File: src/rtl/seq_divider.sv
// -----------------------------------------------------------------------------
// seq_divider
// Sequential unsigned restoring divider. A rising edge on start latches the
// operands. One cycle is then spent checking for a zero divisor, followed by
// WIDTH restoring steps, MSB first. The results stay registered until the next
// accepted request.
//
// Ports
//   clk         : clock, rising-edge active
//   rst         : asynchronous, active-high reset
//   start       : request level; only a 0->1 transition seen in IDLE is accepted
//   dividend    : operand A (unsigned, WIDTH bits)
//   divisor     : operand B (unsigned, WIDTH bits)
//   quotient    : floor(A/B); all ones when B==0
//   remainder   : A mod B; A when B==0
//   busy        : high while in CHECK or CALC
//   done        : one-cycle pulse when the results become valid
//   div_by_zero : high when the last accepted division had B==0
// -----------------------------------------------------------------------------
module seq_divider #(
   parameter int WIDTH = 8
) (
   input  logic             clk,
   input  logic             rst,
   input  logic             start,
   input  logic [WIDTH-1:0] dividend,
   input  logic [WIDTH-1:0] divisor,
   output logic [WIDTH-1:0] quotient,
   output logic [WIDTH-1:0] remainder,
   output logic             busy,
   output logic             done,
   output logic             div_by_zero
);

   localparam int CW = $clog2(WIDTH);

   localparam logic [1:0] S_IDLE  = 2'd0;
   localparam logic [1:0] S_CHECK = 2'd1;
   localparam logic [1:0] S_CALC  = 2'd2;
   localparam logic [1:0] S_DONE  = 2'd3;

   logic [1:0]       state_q, state_d;
   logic             start_q, start_d;
   logic [WIDTH-1:0] dvd_q, dvd_d;
   logic [WIDTH-1:0] dvs_q, dvs_d;
   logic [WIDTH-1:0] quot_q, quot_d;
   logic [WIDTH-1:0] rem_q, rem_d;
   logic [CW-1:0]    count_q, count_d;
   logic             dbz_q, dbz_d;

   logic [WIDTH:0]   partial;
   logic             request;

   // The dividend register is shifted left during CALC, so its MSB is always
   // the next dividend bit to bring down into the partial remainder. The
   // partial remainder is one bit wider than the operands, so it can exceed
   // the divisor before the subtraction. After the subtraction the value is
   // below the divisor, so WIDTH bits are enough to hold it.
   always_comb begin
      state_d = state_q;
      start_d = start;
      dvd_d   = dvd_q;
      dvs_d   = dvs_q;
      quot_d  = quot_q;
      rem_d   = rem_q;
      count_d = count_q;
      dbz_d   = dbz_q;

      partial = {rem_q, dvd_q[WIDTH-1]};
      request = start && !start_q;

      case (state_q)
         S_IDLE: begin
            if (request) begin
               dvd_d   = dividend;
               dvs_d   = divisor;
               quot_d  = '0;
               rem_d   = '0;
               dbz_d   = 1'b0;
               state_d = S_CHECK;
            end
         end
         S_CHECK: begin
            if (dvs_q == '0) begin
               quot_d  = '1;
               rem_d   = dvd_q;
               dbz_d   = 1'b1;
               state_d = S_DONE;
            end else begin
               count_d = CW'(WIDTH - 1);
               state_d = S_CALC;
            end
         end
         S_CALC: begin
            dvd_d = {dvd_q[WIDTH-2:0], 1'b0};
            if (partial >= {1'b0, dvs_q}) begin
               rem_d  = WIDTH'(partial - {1'b0, dvs_q});
               quot_d = {quot_q[WIDTH-2:0], 1'b1};
            end else begin
               rem_d  = partial[WIDTH-1:0];
               quot_d = {quot_q[WIDTH-2:0], 1'b0};
            end
            if (count_q == '0) begin
               state_d = S_DONE;
            end else begin
               count_d = count_q - CW'(1);
            end
         end
         S_DONE: begin
            state_d = S_IDLE;
         end
         default: begin
            state_d = S_IDLE;
         end
      endcase
   end

   // Reset aborts any division in progress. The start history is cleared, so a
   // start that is already high at the first edge after release counts as a
   // new request.
   always_ff @(posedge clk or posedge rst) begin
      if (rst) begin
         state_q <= S_IDLE;
         start_q <= 1'b0;
         dvd_q   <= '0;
         dvs_q   <= '0;
         quot_q  <= '0;
         rem_q   <= '0;
         count_q <= '0;
         dbz_q   <= 1'b0;
      end else begin
         state_q <= state_d;
         start_q <= start_d;
         dvd_q   <= dvd_d;
         dvs_q   <= dvs_d;
         quot_q  <= quot_d;
         rem_q   <= rem_d;
         count_q <= count_d;
         dbz_q   <= dbz_d;
      end
   end

   assign quotient    = quot_q;
   assign remainder   = rem_q;
   assign div_by_zero = dbz_q;
   assign busy        = (state_q == S_CHECK) || (state_q == S_CALC);
   assign done        = (state_q == S_DONE);

endmodule
File: config.mk
export PLATFORM = sky130hd
export DESIGN_NAME = seq_divider
export DESIGN_NICKNAME = d
export VERILOG_FILES = /design/src/rtl/seq_divider.sv
export SDC_FILE = /design/constraint.sdc
export NUM_CORES = 1
export LEC_CHECK = 0
export CORE_ASPECT_RATIO = 0.9
export CORE_MARGIN = 2
export CORE_UTILIZATION = 58
export DETAILED_ROUTE_END_ITERATION = 12
export PLACE_DENSITY = 0.83
export SLEW_MARGIN = 20
export SYNTH_ARGS = -nofsm -noshare
export SYNTH_HDL_FRONTEND = slang
export SYNTH_SLANG_ARGS = --single-unit
export TNS_END_PERCENT = 5
File: constraint.sdc
create_clock -name clk -period 3.6 [get_ports clk]
set_input_delay 0.72 -clock clk [delete_from_list [all_inputs] [get_ports clk]]
set_output_delay 0.72 -clock clk [all_outputs]
set_load 0.01 [all_outputs]
==> flow_metrics.env, run 1 <==
export IMPL_setup_violations=0
export IMPL_via_per_inst=6.00
export IMPL_antenna_found_initial=0
export IMPL_skew_ns=0.00760
export IMPL_hpwl_mm=3.77
export IMPL_cp_slowest_cell="o21ai_1"
export IMPL_crit_fanout=25
export IMPL_nNetsFinal=315
export IMPL_status="complete, no violations"
export IMPL_clock_sinks=39
export IMPL_synth_cell_type_count=51
export IMPL_worstPathCellList="inv_1 > ha_1 > buf_4 > clkinv_1 > o21ai_1 > o32ai_1"
export IMPL_grt_pass1_wl_mm=8.83
export IMPL_final_cell_mix="dfrtp_1 (39), clkdlybuf4s50_1 (37), a21oi_1 (29)"
export IMPL_clk_pin_slew_ns=0.07
export IMPL_crit_path_end_kind="flop"
export IMPL_max_cap_viol_count=0
export IMPL_arrival_ns=2.69
export IMPL_slew_violations=0
export IMPL_final_hold_violation_count=0
export IMPL_drt_pre_antenna_iters=5
export IMPL_async_flop_share_pct=100
export IMPL_synth_top_area_share_pct=41.4
export IMPL_power_density_mw_per_mm2=976
export IMPL_tightest_slew_ns=0.945
export IMPL_final_common_cell="dfrtp_1"
export IMPL_die_area_mm2=0.00459
export IMPL_gp_congestion=0.844
export IMPL_cts_root_buf="clkbuf_8"
export IMPL_cts_hold_buffers_added=0
export IMPL_max_slew_margin_rel_pct=36.6
export IMPL_stdcell_area_mm2=0.00285
export IMPL_ys_ff_latch=39
export IMPL_num_vias=1956
export IMPL_ys_warn_count=0
export IMPL_pre_cts_ws_ns=0.875
export IMPL_syn_area_mm2=0.00236
export IMPL_synth_seq_area_share_pct=41.4
export IMPL_die_h_um=64.5
export IMPL_placed_cell_area_mm2=0.00276
export IMPL_yosysTopAreaCell="dfrtp_1"
export IMPL_ctsResizeCount=0
export IMPL_num_io_pins=38
export IMPL_fillCellCount=288
export IMPL_routedWlPerCell_um=16.2
export IMPL_setup_tns_ns=0
export IMPL_worstHoldPathType="reg -> reg"
export IMPL_start_kind="flop"
export IMPL_core_area_mm2=0.00381
export IMPL_syn_area_per_cell_um2=9.74
export IMPL_io_buffer_count=37
export IMPL_grt_use_total_pct=24.4
export IMPL_post_cts_buffers=0
export IMPL_cts_tree="done"
export IMPL_synth_edff_count=0
export IMPL_p_leak_nw=1.25
export IMPL_grt_pass1_vias=1837
export IMPL_diodes=0
export IMPL_ir_worst_vdd_mv=0.497
export IMPL_cts_made_buffers=5
export IMPL_drt_total_wl_mm=5.28
export IMPL_clockBufferDepth=2
export IMPL_rsz0062_at_grt="false"
export IMPL_finalWorstSetupSlack_ns=1.03
export IMPL_initial_core_util_pct=61.9
export IMPL_detail_route_antenna_nets=0
export IMPL_area_growth_pct=20.9
export IMPL_fmax_ghz=0.389
export IMPL_netlist_instances=242
export IMPL_cpPeakStageDelay_ns=0.82
export IMPL_die_x_um=71.2
export IMPL_postLayoutCoreUtil_pct=74.8
export IMPL_finalCritPeriodShare_pct=71.5
export IMPL_synth_area_leaders="dfrtp_1 (41%), ha_1 (8.0%), a21oi_1 (6.2%)"
export IMPL_crit_type="reg -> reg"
export IMPL_grt_overflow=0
export IMPL_clkLatencyLatePin_ns=0.29
export IMPL_dr_first_iter_drc_count=163
export IMPL_period_needed_ns=2.57
export IMPL_syn_num_nets=277
export IMPL_drc=0
export IMPL_drive_gt1_share_pct=10.0
export IMPL_worst_ep_required_time_ns=3.72
export IMPL_rows=21
export IMPL_h_tree_depth=2
export IMPL_grt_max_degree=40
export IMPL_ys_flop_type="dfrtp_1"
worst paths after layout:
path	slack [ns]	startpoint	end	cells past startpoint
worst min-delay path	0.50	quotient[7]	quotient[7]	2
worst min register to register	0.50	quotient[7]	quotient[7]	2
worst max-delay path	1.03	state_q[0]	dvd_q[0]	6
min in group asynchronous	0.85	rst	count_q[2]	3
max in group asynchronous	2.39	rst	dvd_q[5]	3
worst max register to register	1.03	state_q[0]	dvd_q[0]	6
report_power, final:
| group | switching (mW) | internal [mW] |
|---|---|---|
| clock | 0.146 | 0.150 |
| sequential | 0.179 | 0.619 |
| combinational | 0.949 | 0.738 |
kinds of logic (layout without fill, tap and decap cells):
logic type,after synthesis,count (layout),share of synthesized area [%]
AOI/OAI and AO/OA,81,81,22.3
and+or+nand+nor,53,53,12.3
DFF,39,39,41.4
buffers and inverters,30,68,5.31
muxes,17,17,7.64
adders and majority gates,16,16,8.81
xor gates and xnor gates,6,6,2.23
worst max-delay path: cells and delay by family (launching register included):
family	cells	cell delay (ns)
fa+ha+maj	1	0.17
compound gates	2	1.04
flops	1	0.40
buf+inv	3	0.79
cell usage after synthesis, types with 2 or more instances:
master,number
dfrtp_1,39
a21oi_1,29
inv_1,19
nand2_1,17
ha_1,15
nor2_1,15
o21ai_0,14
mux2i_1,9
mux2_2,8
o31ai_1,8
a31oi_1,6
xnor2_1,5
buf_2,4
clkbuf_1,4
nand3_1,4
a22o_1,3
nand2b_1,3
a21o_1,2
a21oi_2,2
a41oi_1,2
nor3_1,2
nor4_4,2
or3_1,2
registers in the layout (all words and copies together) (netlist names):
| register | flops |
|---|---|
| div_by_zero | 1 |
| dvd_q | 8 |
| remainder | 8 |
| state_q | 2 |
| start_q | 1 |
| quotient | 8 |
| count_q | 3 |
| dvs_q | 8 |
cell type report:
| type | count | area [um2] | share of cell area [%] |
|---|---|---|---|
| multi-input combinational | 173 | 1260 | 44.1 |
| clock inverter | 1 | 5.00 | 0.176 |
| tap | 46 | 57.6 | 2.02 |
| inverter | 21 | 78.8 | 2.77 |
| timing repair buffer | 40 | 393 | 13.8 |
| sequential | 39 | 976 | 34.3 |
| clock buffer | 6 | 82.6 | 2.90 |
routing by layer:
metal / track usage [%] / wire, um / part of all wire [%] / up-vias
li1: - / - / - / 945
met1: 34.3 / 2420 / 46 / 920
met2: 37.4 / 2400 / 46 / 74
met3: 5.75 / 349 / 6.6 / 17
met4: 7.78 / 104 / 2.0 / 0
met5: 0 / 0 / 0 / -
stage by stage:
step | total power, mW | hold WS (ns) | std cells
after floorplan | 2.03 | 0.495 | 242
after global placement | 2.39 | 0.470 | 319
after detailed placement | 2.46 | 0.489 | 319
after CTS | 2.76 | 0.505 | 326
after global routing | 3.00 | 0.522 | 326
final | 2.78 | 0.504 | 326
No activity file was read; power rests on OpenSTA's default activity.
==> inputs of run 2 (changes only) <==
CORE_UTILIZATION = 48   (was 58)
PLACE_DENSITY = 0.73   (was 0.83)
clock period = 2.26 ns   (was 3.6 ns; I/O delays follow)
==> flow_metrics.env, run 2 (same netlist as run 1, synthesis figures left out) <==
export IMPL_max_cap_viol_count=0
export IMPL_clkLatencyLatePin_ns=0.29
export IMPL_tightest_slew_ns=0.497
export IMPL_core_area_mm2=0.00477
export IMPL_drt_total_wl_mm=5.01
export IMPL_r2r_slack_ns=0.09
export IMPL_die_area_mm2=0.00549
export IMPL_status="complete, no violations"
export IMPL_grt_max_degree=40
export IMPL_post_cts_buffers=0
export IMPL_setup_violations=0
export IMPL_crit_path_end_kind="flop"
export IMPL_start_kind="flop"
export IMPL_final_hold_violation_count=0
export IMPL_rows=24
export IMPL_h_tree_depth=2
export IMPL_ir_worst_vdd_mv=0.658
export IMPL_max_slew_margin_rel_pct=66.9
export IMPL_dr_first_iter_drc_count=102
export IMPL_final_cell_count_no_fill=358
export IMPL_skew_ns=0.00426
export IMPL_rsz0062_at_grt="false"
export IMPL_hpwl_mm=3.84
export IMPL_diodes=0
export IMPL_num_vias=1966
export IMPL_fillCellCount=401
export IMPL_postLayoutCoreUtil_pct=62.4
export IMPL_fmax_ghz=0.461
export IMPL_gp_congestion=0.899
export IMPL_grt_use_total_pct=20.2
export IMPL_clock_sinks=39
export IMPL_cts_made_buffers=5
export IMPL_finalCritPeriodShare_pct=96.1
export IMPL_ctsResizeCount=0
export IMPL_final_cell_mix="dfrtp_1 (39), clkdlybuf4s50_1 (37), a21oi_1 (28)"
export IMPL_die_x_um=77.9
export IMPL_grt_pass1_wl_mm=8.69
export IMPL_clockBufferDepth=2
export IMPL_grt_overflow=0
export IMPL_cts_hold_buffers_added=0
export IMPL_cts_tree="done"
export IMPL_p_switching_mw=2.00
export IMPL_totalPowerFinal_mw=4.59
export IMPL_p_clk_share_pct=11.3
export IMPL_num_io_pins=38
export IMPL_dp_cells=350
export IMPL_die_h_um=70.5
export IMPL_area_growth_pct=26.5
export IMPL_routedWlPerCell_um=14.0
export IMPL_p_int_mw=2.59
export IMPL_via_per_inst=5.49
export IMPL_power_frac_comb_pct=61.6
export IMPL_antenna_found_initial=0
export IMPL_crit_type="reg -> reg"
export IMPL_cts_root_buf="clkbuf_8"
export IMPL_drc=0
export IMPL_drive_gt1_share_pct=14.7
export IMPL_detail_route_antenna_nets=0
export IMPL_setup_tns_ns=0
export IMPL_period_needed_ns=2.17
export IMPL_seqPwrFrac_pct=27.1
export IMPL_power_density_mw_per_mm2=1540
export IMPL_grt_pass1_vias=1894
export IMPL_io_buffer_count=37
export IMPL_nNetsFinal=327
export IMPL_arrival_ns=2.35
export IMPL_slew_violations=0
export IMPL_initial_core_util_pct=49.4
export IMPL_clk_pin_slew_ns=0.07
export IMPL_switching_share_pct=43.6
export IMPL_final_common_cell="dfrtp_1"
export IMPL_drt_pre_antenna_iters=6
export IMPL_p_leak_nw=1.32
export IMPL_crit_fanout=3
export IMPL_worstHoldPathType="reg -> reg"
export IMPL_worst_ep_required_time_ns=2.44
[run 2: cell type report]
type	count	area [um2]	share of cell area, %
multi-input combinational	173	1260	42.3
sequential	39	976	32.7
timing repair buffer	52	483	16.2
clock buffer	8	100	3.36
tap	65	81.3	2.73
inverter	21	78.8	2.64
[run 2: per-layer routing]
metal  track usage, %  share of wire, %  vias to the layer above  wire (um)
li1                 -                 -                      976          -
met1             26.8                46                      931       2290
met4             7.94               1.9                        0         96
met5                0                 0                        -          0
met3             5.56               5.4                       11        273
met2             31.3                47                       48       2360
[run 2: worst paths after layout]
check	to	from	cells past startpoint
min in group asynchronous	state_q[0]	rst	3
hold reg to reg	quotient[7]	quotient[7]	2
hold / removal	quotient[7]	quotient[7]	2
setup reg to reg	remainder[6]	dvd_q[7]	9
setup / recovery	remainder[6]	dvd_q[7]	9
max in group asynchronous	dvs_q[4]	rst	3
[run 2: power by group through the flow]
stage / combinational (mW) / sequential [mW] / clock, mW
after detailed placement: 2.82 / 1.26 / 0
after global routing: 3.14 / 1.29 / 0.562
after floorplan: 1.99 / 1.24 / 0
after CTS: 2.83 / 1.24 / 0.532
after global placement: 2.76 / 1.25 / 0
final: 2.83 / 1.24 / 0.520
[run 2: critical path, stage by stage (launching register included)]
cell and delay (ns):
dfrtp_1 0.42, inv_2 0.07, ha_1 0.15, inv_1 0.06, fa_2 0.36, a31o_2 0.27
a21o_1 0.19, a21oi_2 0.14, xnor2_1 0.07, a221o_1 0.31
[run 2: metrics by stage]
step,hold slack [ns],setup WS [ns],area (um2)
2_1_floorplan,0.483,0.175,2360
5_1_grt,0.528,0.00631,2980
4_1_cts,0.482,0.00416,2980
3_3_place_gp,0.462,0.0625,2880
6_report,0.475,0.0892,2980
3_5_place_dp,0.466,0.0388,2880
==> inputs of run 3 (changes only) <==
MAX_ROUTING_LAYER = met4   (was unset)
==> flow_metrics.env, run 3 (same netlist as run 1, synthesis figures left out) <==
export IMPL_area_growth_pct=26.5
export IMPL_io_buffer_count=37
export IMPL_num_io_pins=38
export IMPL_die_x_um=77.9
export IMPL_r2r_start="dvd_q[7]"
export IMPL_clkLatencyLatePin_ns=0.29
export IMPL_die_area_mm2=0.00549
export IMPL_setup_tns_ns=0
export IMPL_crit_path_end_kind="flop"
export IMPL_grt_max_degree=40
export IMPL_crit_type="reg -> reg"
export IMPL_p_switching_mw=2.01
export IMPL_postLayoutCoreUtil_pct=62.4
export IMPL_final_cell_mix="dfrtp_1 (39), clkdlybuf4s50_1 (37), a21oi_1 (28)"
export IMPL_drc=0
export IMPL_setup_violations=0
export IMPL_power_frac_comb_pct=61.7
export IMPL_rows=24
export IMPL_num_vias=1965
export IMPL_grt_pass1_vias=1889
export IMPL_core_area_mm2=0.00477
export IMPL_period_needed_ns=2.18
export IMPL_fillCellCount=401
export IMPL_cp_slowest_cell="dfrtp_1"
export IMPL_tightest_slew_ns=0.496
export IMPL_worstPathCellList="inv_2 > ha_1 > inv_1 > fa_2 > a31o_2 > a21o_1 > a21oi_2 > xnor2_1 > a221o_1"
export IMPL_max_cap_viol_count=0
export IMPL_power_density_mw_per_mm2=1540
export IMPL_p_int_mw=2.59
export IMPL_worst_ep_required_time_ns=2.44
export IMPL_gp_congestion=0.914
export IMPL_nNetsFinal=327
export IMPL_cpPeakStageDelay_ns=0.43
export IMPL_cp_num_buf_inv=2
export IMPL_detail_route_antenna_nets=0
export IMPL_cts_made_buffers=5
export IMPL_totalPowerFinal_mw=4.60
export IMPL_hpwl_mm=3.84
export IMPL_drive_gt1_share_pct=14.7
export IMPL_h_tree_depth=2
export IMPL_routedWlPerCell_um=14.0
export IMPL_cts_root_buf="clkbuf_8"
export IMPL_grt_pass1_wl_mm=8.70
export IMPL_cts_tree="done"
export IMPL_final_common_cell="dfrtp_1"
export IMPL_status="complete, no violations"
export IMPL_grt_overflow=0
export IMPL_final_hold_violation_count=0
export IMPL_slew_violations=0
export IMPL_dr_wl_met2_mm=2.37
export IMPL_fmax_ghz=0.459
export IMPL_p_clk_share_pct=11.3
export IMPL_rsz0062_at_grt="false"
export IMPL_crit_path_start="dvd_q[7]"
export IMPL_crit_fanout=3
export IMPL_diodes=0
export IMPL_start_kind="flop"
export IMPL_m1WireLength_mm=2.32
export IMPL_routed_top_layer="met4"
export IMPL_clockBufferDepth=2
export IMPL_drt_total_wl_mm=5.03
export IMPL_switching_share_pct=43.6
export IMPL_die_h_um=70.5
export IMPL_worstHoldPathType="reg -> reg"
export IMPL_dr_first_iter_drc_count=105
export IMPL_arrival_ns=2.36
export IMPL_cts_hold_buffers_added=0
export IMPL_path_delay_family="compound AO/OA/AOI/OAI gates"
export IMPL_max_slew_margin_rel_pct=67.0
export IMPL_drt_pre_antenna_iters=7
export IMPL_antenna_found_initial=0
export IMPL_skew_ns=0.00309
export IMPL_initial_core_util_pct=49.4
export IMPL_ir_worst_vdd_mv=0.662
export IMPL_wl_met3_um=258
export IMPL_min_delay_start="quotient[7]"
export IMPL_finalCritPeriodShare_pct=96.3
export IMPL_clk_pin_slew_ns=0.07
export IMPL_p_leak_nw=1.32
export IMPL_clock_sinks=39
export IMPL_via_per_inst=5.49
export IMPL_seqPwrFrac_pct=27.1
export IMPL_grt_use_total_pct=20.8
run 3: layer usage:
| metal | vias up | global-route usage [%] |
|---|---|---|
| li1 | 976 | - |
| met5 | - | - |
| met3 | 9 | 5.30 |
| met2 | 53 | 31.3 |
| met1 | 927 | 27.0 |
| met4 | 0 | 7.94 |
run 3: repair_timing:
item                                    in CTS  in global routing
buffers inserted                             0                  0
endpoints found under the setup margin       0                  6
gates resized for setup                      0                  4
endpoints found under the hold margin        0                  0
run 3: final timing paths:
kind | end | depth (start not counted) | slack (ns)
max in group asynchronous | dvs_q[4] | 3 | 1.34
setup reg to reg | remainder[6] | 9 | 0.08
hold / removal | quotient[7] | 2 | 0.48
setup / recovery | remainder[6] | 9 | 0.08
min in group asynchronous | count_q[1] | 3 | 0.59
hold reg to reg | quotient[7] | 2 | 0.48
run 3: power by group through the flow:
| stage | Combinational, mW | Sequential [mW] | Clock (mW) |
|---|---|---|---|
| after floorplan | 1.99 | 1.24 | 0 |
| after global placement | 2.76 | 1.25 | 0 |
| after detailed placement | 2.82 | 1.26 | 0 |
| after CTS | 2.83 | 1.24 | 0.532 |
| after global routing | 3.14 | 1.29 | 0.562 |
| final | 2.84 | 1.24 | 0.518 |
run 3: stage by stage:
| stage | worst slack, ns | cells | hold slack (ns) | instance area [um2] |
|---|---|---|---|---|
| after global placement | 0.0625 | 350 | 0.462 | 2880 |
| after CTS | 0.00416 | 358 | 0.482 | 2980 |
| after detailed placement | 0.0388 | 350 | 0.466 | 2880 |
| final | 0.0836 | 358 | 0.476 | 2980 |
| after floorplan | 0.175 | 242 | 0.483 | 2360 |
| after global routing | 0.00626 | 358 | 0.528 | 2980 |
run 3: tightest hold or removal path: cells and delay by family (launching register included):
| family | cells | cell delay [ns] |
|---|---|---|
| flops | 1 | 0.34 |
| simple gates | 1 | 0.05 |
| compound gates | 1 | 0.05 |
run 3: cell type report:
cell class / instances / area, um2 / share of cell area, %
Multi-Input combinational cell: 173 / 1260 / 42.3
Sequential cell: 39 / 976 / 32.7
Inverter: 21 / 78.8 / 2.64
Tap cell: 65 / 81.3 / 2.73
Timing Repair Buffer: 52 / 483 / 16.2
Clock buffer: 8 / 100 / 3.36
